--- src/rtl/adder_sched_pkg.sv ---
// Shared types and default sizing for the round-robin adder scheduler.
package adder_sched_pkg;

    localparam int DEF_DATA_W  = 32;
    localparam int DEF_NUM_REQ = 4;
    localparam int DEF_CNT_W   = 32;

    typedef enum logic [1:0] {
        IDLE = 2'd0,
        EXEC = 2'd1,
        RESP = 2'd2
    } state_e;

endpackage

--- src/rtl/rr_pick.sv ---
// Combinational round-robin selector: first requester above last_grant, wrapping.
module rr_pick #(
    parameter int NUM_REQ = 4,
    parameter int IDX_W   = $clog2(NUM_REQ)
) (
    input  logic [NUM_REQ-1:0] req,
    input  logic [IDX_W-1:0]   last_grant,
    output logic [NUM_REQ-1:0] grant,
    output logic [IDX_W-1:0]   grant_idx,
    output logic               any_req
);

    logic             found;
    logic [IDX_W-1:0] slot;

    always_comb begin
        grant     = '0;
        grant_idx = '0;
        found     = 1'b0;
        slot      = '0;
        for (int k = 1; k <= NUM_REQ; k++) begin
            slot = IDX_W'((int'(last_grant) + k) % NUM_REQ);
            if (!found && req[slot]) begin
                found       = 1'b1;
                grant_idx   = slot;
                grant[slot] = 1'b1;
            end
        end
    end

    assign any_req = |req;

endmodule

--- src/rtl/adder_rr_scheduler.sv ---
// Round-robin scheduler sharing one registered adder between NUM_REQ requesters,
// one operation in flight at a time (accept -> EXEC -> RESP).
module adder_rr_scheduler
    import adder_sched_pkg::*;
#(
    parameter int DATA_W  = DEF_DATA_W,
    parameter int NUM_REQ = DEF_NUM_REQ,
    parameter int CNT_W   = DEF_CNT_W
) (
    input  logic                      clock,
    input  logic                      reset,
    input  logic [NUM_REQ-1:0]        req_valid,
    input  logic [NUM_REQ*DATA_W-1:0] req_a,
    input  logic [NUM_REQ*DATA_W-1:0] req_b,
    output logic [NUM_REQ-1:0]        req_ready,
    output logic [NUM_REQ-1:0]        resp_valid,
    output logic [DATA_W-1:0]         resp_data,
    output logic                      resp_carry,
    input  logic [NUM_REQ-1:0]        resp_ready,
    output logic                      busy,
    output logic [CNT_W-1:0]          op_count
);

    localparam int               IDX_W    = $clog2(NUM_REQ);
    localparam logic [IDX_W-1:0] LAST_RST = IDX_W'(NUM_REQ - 1);

    function automatic logic [DATA_W:0] add_carry(input logic [DATA_W-1:0] a,
                                                  input logic [DATA_W-1:0] b);
        return {1'b0, a} + {1'b0, b};
    endfunction

    state_e              state;
    logic [IDX_W-1:0]    last_grant;
    logic [IDX_W-1:0]    g_idx;
    logic [DATA_W-1:0]   a_p0;
    logic [DATA_W-1:0]   b_p0;
    logic [DATA_W:0]     sum_p1;
    logic [NUM_REQ-1:0]  vld_p1;

    logic [NUM_REQ-1:0]  pick_grant;
    logic [IDX_W-1:0]    pick_idx;
    logic                pick_any;
    logic [DATA_W-1:0]   sel_a;
    logic [DATA_W-1:0]   sel_b;

    rr_pick #(
        .NUM_REQ (NUM_REQ),
        .IDX_W   (IDX_W)
    ) u_pick (
        .req        (req_valid),
        .last_grant (last_grant),
        .grant      (pick_grant),
        .grant_idx  (pick_idx),
        .any_req    (pick_any)
    );

    assign sel_a = req_a[int'(pick_idx)*DATA_W +: DATA_W];
    assign sel_b = req_b[int'(pick_idx)*DATA_W +: DATA_W];

    // Accept strobe depends only on state and req_valid, never on resp_ready.
    assign req_ready  = (state == IDLE) ? pick_grant : '0;
    assign busy       = (state != IDLE);
    assign resp_valid = vld_p1;
    assign resp_data  = sum_p1[DATA_W-1:0];
    assign resp_carry = sum_p1[DATA_W];

    always_ff @(posedge clock) begin
        if (reset) begin
            state      <= IDLE;
            last_grant <= LAST_RST;
            g_idx      <= '0;
            a_p0       <= '0;
            b_p0       <= '0;
            sum_p1     <= '0;
            vld_p1     <= '0;
            op_count   <= '0;
        end else begin
            case (state)
                // p0: latch the granted requester's operands
                IDLE: begin
                    if (pick_any) begin
                        a_p0  <= sel_a;
                        b_p0  <= sel_b;
                        g_idx <= pick_idx;
                        state <= EXEC;
                    end
                end
                // p1: registered add, response raised for the granted requester
                EXEC: begin
                    sum_p1 <= add_carry(a_p0, b_p0);
                    vld_p1 <= NUM_REQ'(1) << g_idx;
                    state  <= RESP;
                end
                RESP: begin
                    if (resp_ready[g_idx]) begin
                        vld_p1     <= '0;
                        last_grant <= g_idx;
                        op_count   <= op_count + CNT_W'(1);
                        state      <= IDLE;
                    end
                end
                default: state <= IDLE;
            endcase
        end
    end

endmodule

--- config.mk ---
export PLATFORM = sky130hd
export DESIGN_NAME = adder_rr_scheduler
export DESIGN_NICKNAME = d
export VERILOG_FILES = /design/src/rtl/adder_sched_pkg.sv /design/src/rtl/rr_pick.sv /design/src/rtl/adder_rr_scheduler.sv
export SDC_FILE = /design/constraint.sdc
export NUM_CORES = 1
export LEC_CHECK = 0
export ABC_CLOCK_PERIOD_IN_PS = 3700
export BUFFER_PORTS_ARGS = -buffer_cell sky130_fd_sc_hd__buf_2
export CAP_MARGIN = 0
export CORE_UTILIZATION = 44
export DETAILED_ROUTE_END_ITERATION = 10
export PLACE_DENSITY = 0.83
export SLEW_MARGIN = 20
export SYNTH_ARGS = -nofsm -noshare
export SYNTH_HDL_FRONTEND = slang
export SYNTH_SLANG_ARGS = --single-unit
export TNS_END_PERCENT = 10
--- constraint.sdc ---
create_clock -name clock -period 3.7 [get_ports clock]
set_input_delay 0.37 -clock clock [delete_from_list [all_inputs] [get_ports clock]]
set_output_delay 0.37 -clock clock [all_outputs]
set_load 0.01 [all_outputs]
**After elaboration in Yosys (flattened, before gate mapping)**

Index checks and enable logic that the tools add are counted.

- Latch bits: 0
- Memory bits (writable): 0
- Output and inout port bits: 74
- ROM bits: 0
- Register bits: 139
- Memories kept: 0
- Logic and storage cells: 86

- Bitwise gates (word level): 3
- Equality and inequality tests: 4
- Mux-type cells: 35
- $mul: 0
- Div/mod/pow operators: 0
- Add/subtract/negate cells: 6
- Order comparisons: 9
- Shift operators: 3
- Reductions and logical operators: 18

Operator list:

| cell | number |
|---|---|
| $shiftx 128x8->32 | 2 |
| $add 32x32->33 | 1 |
| $add 32x1->32 const B | 1 |
| $mux 4 | 6 |
| $lt 2x3->1 const B | 5 |
| $mux 1 | 12 |
| $mux 2 | 6 |
| $or 4x4->4 | 3 |
| $bmux 1 s2 | 5 |
| $demux 1 s2 | 4 |
| $ge 2x1->1 const B | 4 |
| $pmux 4 s2 | 1 |
| $reduce_and 2->1 | 4 |
| $logic_and 1x1->1 | 7 |
| $pmux 2 s3 | 1 |
| $add 2x1->2 const B | 2 |
| $add 2x2->2 const B | 2 |
| $ne 2x2->1 const B | 2 |
| $reduce_bool 2->1 | 2 |
| $reduce_or 4->1 | 1 |
| $shl 1x2->4 const A | 1 |
| $logic_not 1->1 | 3 |
| $eq 2x1->1 const B | 1 |
| $eq 2x2->1 const B | 1 |
| $logic_not 2->1 | 1 |

**Depth between registers and ports, before layout**

- Word-level depth: 14
- Gate-level depth with buffers: 13
- Depth with buffers taken out: 9

**By module**

A second synthesis with hierarchy kept.

- Cells, all modules: 994
- Area total of the unflattened synthesis: 8719.6 um2

By module, submodules not included:

| module | times used | area each (um2) | cells each |
|---|---|---|---|
| adder_rr_scheduler | 1 | 8179.1 | 924 |
| rr_pick | 1 | 540.5 | 70 |

**Worst setup path after synthesis**

No wires, ideal clock.

- Path type: reg-to-reg
- Start: register last_grant[1]
- End: register b_p0[1]
- Stages on the path, launching flop included: 12
- Period minus slack after synthesis: 2.881 ns
- Data arrival time: 2.764 ns
- Library setup time: 0.117 ns
- Setup slack: 0.819 ns
- Cell sequence: dfxtp_1 > clkbuf_1 > inv_2 > ha_1 > mux4_2 > buf_2 > o31ai_2 > buf_4 > buf_6 > mux2i_1 > nand2_1 > a32o_1

- Word-level cells in the longest chain between the ends: 14
- Elaborated cells on any way between the ends: 26
- Classes of those cells: add/sub (4); shift (1); mux (15); reduce/logical (6)

RTL lines:

| element | line | source |
|---|---|---|
| from (decl) | adder_rr_scheduler.sv:33 | `logic [IDX_W-1:0] last_grant;` |
| from (signal assigned) | adder_rr_scheduler.sv:97 | `last_grant <= g_idx;` |
| $add 2x1->2 | rr_pick.sv:22 | `slot = IDX_W'((int'(last_grant) + k) % NUM_REQ);` |
| $bmux 1 s2 | rr_pick.sv:23 | `if (!found && req[slot]) begin` |
| $mux 1 (implied by the code) | rr_pick.sv:23 |  |
| $mux 1 | rr_pick.sv:23 |  |
| $logic_not 1->1 | rr_pick.sv:23 |  |
| $logic_and 1x1->1 | rr_pick.sv:23 |  |
| $mux 1 | rr_pick.sv:23 |  |
| $logic_not 1->1 | rr_pick.sv:23 |  |
| $logic_and 1x1->1 | rr_pick.sv:23 |  |
| $mux 1 | rr_pick.sv:23 |  |
| $logic_not 1->1 | rr_pick.sv:23 |  |
| $logic_and 1x1->1 | rr_pick.sv:23 |  |
| $mux 2 * | rr_pick.sv:23 |  |
| $shiftx 128x8->32 * | adder_rr_scheduler.sv:58 | `assign sel_b = req_b[int'(pick_idx)*DATA_W +: DATA_W];` |
| to (signal assigned) | adder_rr_scheduler.sv:83 | `b_p0 <= sel_b;` |
| to (decl) | adder_rr_scheduler.sv:36 | `logic [DATA_W-1:0] b_p0;` |

Every way passes the cells marked *; elsewhere a longest branch is shown, timed or not. The select of a mux whose other input is x is not followed.
A chain may end at the register's enable or synchronous reset.

**Final worst setup path**

- Start: register last_grant[1]
- End: register b_p0[24]

Same word-level chain as after synthesis.

==> qor.yml <==
status: "finished clean"
grt_overflow: 0
post-route-drc-count: 0
firstDrtPassIters: 7
critical_path_class: "reg -> reg"
max_freq_ghz: 0.306
fp.dieH_microns: 146
drive_gt1_share_pct: 28.8
synth.top_cell.area_share_pct: 30.4
routed_wl_mm: 29.0
fin_util_pct: 56.9
cp.required_ns: 4.02
worst-endpoint-arrival_ns: 3.58
grt_antenna_before_repair: 2
num_io_pins: 340
ys_seq_elements: 139
start_kind: "register"
grt_pass1_vias: 8716
grt_first_pass_wirelength_mm: 44.7
die_area_sq_um: 21400
hpwl_mm: 22.5
critPathLaunch: "last_grant[1]"
tightestPinTransition_ns: 0.868
max_slew_margin_pct: 41.9
vias_per_cell: 5.61
setup_tns_ns: 0
cts_tree: "built"
wl_per_cell_microns: 17.4
num_vias: 9358
path_max_fanout: 48
yosys.area.top_type: "dfxtp_1"
finalSetupViolCount: 0
rsz0062_at_grt: "no"
max-clock-path-buffers: 2
gp_congestion: 0.874
hold_path_class: "in -> reg"
synth_nets: 1398
synth_edf_count: 0
htreeDepth: 4
grt_max_degree: 66
layout_min_cycle_time_ns: 3.27
r2r_start: "last_grant[1]"
fp.dieW_microns: 146
netlist_instances: 1090
core-area_sq_um: 20300
row_count: 52
power.leakage_nw: 5.78
synth_common_cells: "202 x nand2_1, 139 x dfxtp_1, 130 x mux2i_1, 67 x a32o_1, 66 x nor2_1"
start_util_pct: 45.1
synth-main-ff-cell: "dfxtp_1"
min_from: "req_a[42]"
yosysWarnings: 0
syn_area_per_cell_sq_um: 8.40
clkLatencyLatePin_ns: 0.42
cts_inserted_buffers: 17
drv_cap: 0
pwr_density_cell_nw_per_um2: 458
fin_crit_sh_pct: 88.4
async_reset_ff_share_pct: 0
drtIter0Drc: 486
clkTransAtPathRegs_ns: 0.06
synthTopCellsByArea: "dfxtp_1 30%, mux2i_1 14%, nand2_1 8.3%"
finalMaxSlewViolations: 0
yosysSeqAreaShare_pct: 30.4
critPathCaptureType: "register"
clock_skew_ns: 0.00825
final_nets: 1693
portBuffers: 339
cts_setup_buffers: 0
reg2reg_slack_ns: 0.43
yosysMostFrequentCell: "nand2_1"
irDropWorstVdd_uv: 294
drtAntennaViolNets: 0
timing.hold.ws_ns: 0.308
post_cts_resized: 0
clkSinkCount: 139
hold_viol: 0
cts_root_buf: "clkbuf_16"
ys_types: 67
synth_area_sq_um: 9150
grt.total_usage_pct: 26.5
area_delta_synth_final_pct: 26.1
cts_hold_buf: 0
==> cells in the final DEF, fill, tap and decap left out, types with 7 or more instances in the layout <==
cell type  instances
xnor2_1           13
buf_2            339
a32o_1            67
and3_1             7
a21o_1            24
nand4_1           21
nand3_1           25
nor2_1            64
clkbuf_16         17
dfxtp_1          139
a211oi_1          11
ha_1              41
xor2_1            30
nand2_1          202
nor3_1            10
o21ai_1           15
mux2i_1          130
buf_4             11
a31oi_1            8
o21ai_0           20
or3_1             16
a21oi_1           58
inv_1             10
==> where the power goes <==
group / total (mW) / switching, mW / internal [mW]
combinational: 1.82 / 1.02 / 0.795
clock: 1.64 / 0.644 / 1.00
sequential: 1.82 / 0.144 / 1.68
total: 5.28 / 1.81 / 3.47
==> through the flow <==
stage,cell area (sq um),power [mW],instances,setup slack [ns]
after floorplan,9150,3.11,1090,0.819
after global placement,11000,3.62,1636,0.572
after detailed placement,11000,3.66,1636,0.464
after CTS,11500,5.30,1666,0.451
after global routing,11500,5.56,1668,0.263
final,11500,5.28,1668,0.431
==> cell type report <==
cell class | count | area, sq um
Tap cell | 270 | 338
Sequential cell | 139 | 2780
Clock inverter | 7 | 93.8
Antenna cell | 2 | 5.00
Timing Repair Buffer | 354 | 1860
Inverter | 12 | 45.0
Fill cell | 1861 | 8760
Clock buffer | 23 | 458
Multi-Input combinational cell | 861 | 5960
==> logic make-up after synthesis <==
family	share of synthesized area [%]
AND/OR/NAND/NOR	19.4
flip-flops	30.4
buffers and inverters	4.83
AO/OA/AOI/OAI	20.5
multiplexers	15.0
adder cells (fa/ha/maj)	5.82
XOR/XNOR	4.11
==> worst max-delay path: stages, from the launching register on <==
cell and delay (ns):
dfxtp_1 0.54, inv_2 0.14, ha_1 0.42, mux4_2 0.38, nand2b_4 0.17, o311ai_2 0.12
o31ai_4 0.10, buf_12 0.25, buf_12 0.33, mux2i_1 0.27, nand2_1 0.10, a32o_1 0.27
==> routing by layer <==
layer / vias up / track usage (%) / part of all wire (%) / routed length (microns)
met5: - / 0 / 0 / 0
met3: 60 / 4.59 / 5.9 / 1700
li1: 4605 / - / - / -
met2: 372 / 46.1 / 49 / 14200
met1: 4321 / 32.3 / 42 / 12200
met4: 0 / 10.5 / 3.1 / 891
==> worst paths after layout <==
path                end  cells past startpoint
max            b_p0[24]                     11
min            a_p0[10]                      4
max reg2reg    b_p0[24]                     11
min reg2reg  sum_p1[24]                      2
==> registers in the layout, indices dropped and copies added, names as in the netlist <==
| register | count |
|---|---|
| resp_valid | 4 |
| last_grant | 2 |
| sum_p1 | 33 |
| b_p0 | 32 |
| a_p0 | 32 |
| op_count | 32 |
| state | 2 |
| g_idx | 2 |
(Power assumes the default switching activity.)
